### src/rtl/wb_queue_pkg.sv
// Shared CPU writeback definitions: register-file geometry and the queued write entry.
package wb_queue_pkg;
    localparam int WB_DW = 16;
    localparam int WB_AW = 3;

    typedef struct packed {
        logic [WB_AW-1:0] idx;
        logic [WB_DW-1:0] dat;
    } wb_entry_t;
endpackage

### src/rtl/wb_match.sv
// Combinational youngest-match finder over the occupied window of the writeback ring.
module wb_match
    import wb_queue_pkg::*;
#(
    parameter int DEPTH = 4,
    parameter int PW    = 2
) (
    input  wb_entry_t [DEPTH-1:0] entries,
    input  logic [PW-1:0]         head,
    input  logic [PW:0]           count,
    input  logic [WB_AW-1:0]      chk_idx,
    output logic                  hit,
    output logic [WB_DW-1:0]      dat
);

    // Scan oldest to youngest so the last match seen is the youngest one.
    always_comb begin
        logic [PW-1:0] pos;
        logic          match;
        hit   = 1'b0;
        dat   = '0;
        pos   = '0;
        match = 1'b0;
        for (int i = 0; i < DEPTH; i++) begin
            pos   = head + PW'(i);
            match = ((PW+1)'(i) < count) && (entries[pos].idx == chk_idx);
            hit   = hit | match;
            dat   = match ? entries[pos].dat : dat;
        end
    end

endmodule

### src/rtl/wb_queue.sv
// Writeback queue: buffers results ahead of the register-file write port and forwards queued data.
module wb_queue
    import wb_queue_pkg::*;
#(
    parameter int DEPTH = 4,
    parameter int DW    = WB_DW,
    parameter int AW    = WB_AW
) (
    input  logic                     clk,
    input  logic                     rst,
    input  logic                     res_valid,
    output logic                     res_ready,
    input  logic [AW-1:0]            res_idx,
    input  logic [DW-1:0]            res_dat,
    input  logic                     wr_hold,
    output logic                     wr_en,
    output logic [AW-1:0]            wr_idx,
    output logic [DW-1:0]            wr_dat,
    input  logic [AW-1:0]            chkA_idx,
    input  logic [AW-1:0]            chkB_idx,
    output logic                     fwdA_hit,
    output logic                     fwdB_hit,
    output logic [DW-1:0]            fwdA_dat,
    output logic [DW-1:0]            fwdB_dat,
    output logic [$clog2(DEPTH):0]   count
);

    localparam int PW = $clog2(DEPTH);

    wb_entry_t [DEPTH-1:0] mem;
    logic [PW-1:0]         head;
    logic [PW-1:0]         tail;
    logic                  push;
    logic                  pop;

    assign res_ready = !rst && (count < (PW+1)'(DEPTH));
    assign wr_en     = (count != '0) && !wr_hold;
    assign push      = res_valid && res_ready;
    assign pop       = wr_en;

    // Present the head entry on the write port; zeros when no write is issued.
    always_comb begin
        if (wr_en) begin
            wr_idx = mem[head].idx;
            wr_dat = mem[head].dat;
        end else begin
            wr_idx = '0;
            wr_dat = '0;
        end
    end

    // Entry storage is qualified by occupancy only, so it carries no reset.
    always_ff @(posedge clk) begin
        if (push) begin
            mem[tail] <= '{idx: res_idx, dat: res_dat};
        end
    end

    // Ring pointers and occupancy.
    always_ff @(posedge clk or posedge rst) begin
        if (rst) begin
            head  <= '0;
            tail  <= '0;
            count <= '0;
        end else begin
            if (push) begin
                tail <= tail + PW'(1);
            end
            if (pop) begin
                head <= head + PW'(1);
            end
            case ({push, pop})
                2'b10:   count <= count + (PW+1)'(1);
                2'b01:   count <= count - (PW+1)'(1);
                default: count <= count;
            endcase
        end
    end

    wb_match #(.DEPTH(DEPTH), .PW(PW)) u_match_a (
        .entries (mem),
        .head    (head),
        .count   (count),
        .chk_idx (chkA_idx),
        .hit     (fwdA_hit),
        .dat     (fwdA_dat)
    );

    wb_match #(.DEPTH(DEPTH), .PW(PW)) u_match_b (
        .entries (mem),
        .head    (head),
        .count   (count),
        .chk_idx (chkB_idx),
        .hit     (fwdB_hit),
        .dat     (fwdB_dat)
    );

endmodule

### config.mk
export PLATFORM = sky130hd
export DESIGN_NAME = wb_queue
export DESIGN_NICKNAME = d
export VERILOG_FILES = /design/src/rtl/wb_queue_pkg.sv /design/src/rtl/wb_match.sv /design/src/rtl/wb_queue.sv
export SDC_FILE = /design/constraint.sdc
export NUM_CORES = 1
export LEC_CHECK = 0
export BUFFER_PORTS_ARGS = -buffer_cell sky130_fd_sc_hd__buf_2
export CAP_MARGIN = 10
export CORE_MARGIN = 3
export CORE_UTILIZATION = 40
export CTS_BUF_LIST = sky130_fd_sc_hd__clkbuf_8 sky130_fd_sc_hd__clkbuf_16
export DETAILED_ROUTE_END_ITERATION = 7
export PLACE_DENSITY = 0.62
export SYNTH_ARGS = -nofsm -noshare
export SYNTH_HDL_FRONTEND = slang
export SYNTH_SLANG_ARGS = --single-unit
export TNS_END_PERCENT = 50
### constraint.sdc
create_clock -name clk -period 3.9 [get_ports clk]
set_clock_uncertainty 0.05 [all_clocks]
set_input_delay 0.195 -clock clk [delete_from_list [all_inputs] [get_ports clk]]
set_output_delay 0.195 -clock clk [all_outputs]
set_load 0.005 [all_outputs]
==> metrics.yaml <==
first_pass_iters: 7
outcome: "finished clean"
io_pins: 87
critPathRequiredTime_ns: 3.65
yosys_warnings: 0
drive_above_1_share: 0.364
clockBufferDepth: 2
critPathCaptureType: "output pin"
antenna_found_initial: 1
fin_nets: 682
crit_arrival_ns: 3.07
crit_path_start_kind: "register"
power_mw: 6.59
synth-edff-count: 76
drc_errors: 0
core_mm2: 0.0166
synth_seq_cells: 83
syn_area_mm2: 0.00680
cts_buffers: 9
grt_max_degree: 82
maxSlewViolCount: 0
swShare: 0.469
worstMarginPinSlew_ns: 1.07
n_antenna_cell: 0
relSlewSlack: 0.287
synth_cells: 576
root_buffer: "clkbuf_16"
vias: 5524
syn_avg_cell_area_um2: 11.8
finalCriticalPeriod_ns: 3.32
p_leak_nw: 2.83
yosys-top-cells-area: "edfxtp_1, mux4_2, nand4_1"
h-tree-depth: 3
pre_cts_ws_ns: 0.983
drt-initial-drc-count: 478
post_cts_resized: 0
maxCapViolations: 0
yosysSeqAreaShare: 0.361
initial_core_util: 0.409
clkSlewWorstSetupHoldPaths_ns: 0.06
rows: 47
drtAntennaViolNets: 0
hold_viol_final: 0
worstPathMaxFanout: 81
powerDensity_mw_per_mm2: 856
pwr-share-comb: 0.696
vdd_ir_drop_max_mv: 0.477
routabilityCongestion: 0.863
syn-num-nets: 614
tns_ns: 0
grt_pass1_vias: 5399
die_w_um: 136
track_usage: 0.222
synth_top_area_share: 0.336
clockPowerShare: 0.119
rsz0062_at_grt: "no"
cts_tree: "yes"
dieHeight_um: 136
post-dp-hpwl_mm: 13.8
fin_ws_ns: 0.583
grt_pass1_wl_mm: 31.4
layout_commonest_cell: "buf_2"
synth_flop_cell: "edfxtp_1"
intPower_mw: 3.50
min_path_type: "input pin to register"
setup_viol: 0
synthToLayoutAreaGrowth_pct: 13.3
async_flop_share: 0.0843
fin_crit_sh: 0.850
synth.distinct_cells: 32
clk_latency_ns: 0.35
layout_common_cells: "buf_2, edfxtp_1, nand4_1"
synth_top_area_cell: "edfxtp_1"
wl_per_cell_um: 23.6
critical_path_class: "register to output pin"
cts_setup_buffers: 0
die-area_mm2: 0.0186
p_switching_mw: 3.09
vias_per_cell: 6.36
clock-sinks: 83
fmax_ghz: 0.302
p_seq_frac: 0.184
overflow: 0
io_buffers: 86
cts_hold_buf: 1
routed_wl_mm: 20.5
==> flip-flops by register name, indices dropped and copies added, names as in the netlist <==
signal  count
count       3
head        2
tail        2
mem        76
==> area by class of cell <==
class	count	area [um2]
multi-input cells	424	3990
flip-flops and latches	83	2460
inverters	7	26.3
well taps	220	275
fillers	1526	8940
repair buffers	119	681
clock inverters	7	47.5
clock buffers	9	225
==> power groups by stage <==
stage	Combinational, mW	Sequential (mW)	Clock (mW)
final	4.59	1.21	0.787
after global routing	4.91	1.23	0.835
after CTS	4.54	1.21	0.799
after detailed placement	4.52	1.23	0
after global placement	4.46	1.22	0
after floorplan	3.22	1.15	0
==> layer usage <==
metal  vias to the layer above  share of wire  global-route usage
met3                        51          0.074              0.0385
met4                         2          0.036               0.104
met2                       271           0.49               0.362
li1                       2449              -                   -
met5                         -        0.00034                   0
met1                      2751           0.40               0.289
==> Yosys cell counts (3+ instances only) <==
| library cell | n |
|---|---|
| buf_1 | 4 |
| dfrtp_1 | 7 |
| xnor2_1 | 21 |
| ha_1 | 9 |
| a21boi_0 | 16 |
| mux4_2 | 44 |
| buf_2 | 18 |
| and2_1 | 36 |
| o211ai_1 | 14 |
| a21oi_1 | 33 |
| edfxtp_1 | 76 |
| and4_1 | 6 |
| nand4_1 | 70 |
| buf_6 | 3 |
| mux2_2 | 32 |
| and3_1 | 4 |
| xnor2_2 | 6 |
| o2bb2ai_1 | 32 |
| o21ai_0 | 19 |
| o211ai_2 | 18 |
| nand2_1 | 20 |
| buf_4 | 6 |
| inv_1 | 7 |
| mux2i_1 | 33 |
| nor2_1 | 4 |
| clkbuf_1 | 29 |
==> cells by family (layout without fill, tap and decap cells) <==
family / count (synthesis) / after routing / synth area share
AOI/OAI and AO/OA: 133 / 133 / 0.147
xor gates and xnor gates: 30 / 30 / 0.0508
adders and majority gates: 9 / 9 / 0.0166
buffers and inverters: 69 / 142 / 0.0528
DFF: 83 / 83 / 0.361
muxes: 109 / 109 / 0.247
and+or+nand+nor: 143 / 143 / 0.125
==> final timing paths <==
kind,start,endpoint,slack [ns],cells after the start
min,res_dat[3],mem[60],0.01,1
max,head[1],fwdA_dat[13],0.58,7
max reg2reg,count[2],count[2],1.77,7
min in group asynchronous,rst,count[1],0.30,3
min reg2reg,count[1],count[1],0.54,2
max in group asynchronous,rst,head[1],3.22,3
==> stage by stage <==
stage	cell area [um2]	utilization	cells	hold slack [ns]
6_report	7700	0.463	869	0.0108
5_1_grt	7700	0.463	869	0.00806
4_1_cts	7700	0.463	869	0.000907
3_5_place_dp	7420	0.446	852	0.118
3_3_place_gp	7420	0.446	852	0.110
2_1_floorplan	6800	-	576	-0.0516
==> critical path, cell delays in order, from the launching register on <==
cell and delay (ns):
dfrtp_4 0.53, buf_4 0.84, mux4_2 0.38, a21boi_0 0.34
nand4_1 0.18, o211ai_2 0.11, o2bb2ai_1 0.15, buf_2 0.14
Note: power is estimated with default switching activity, not from simulation.
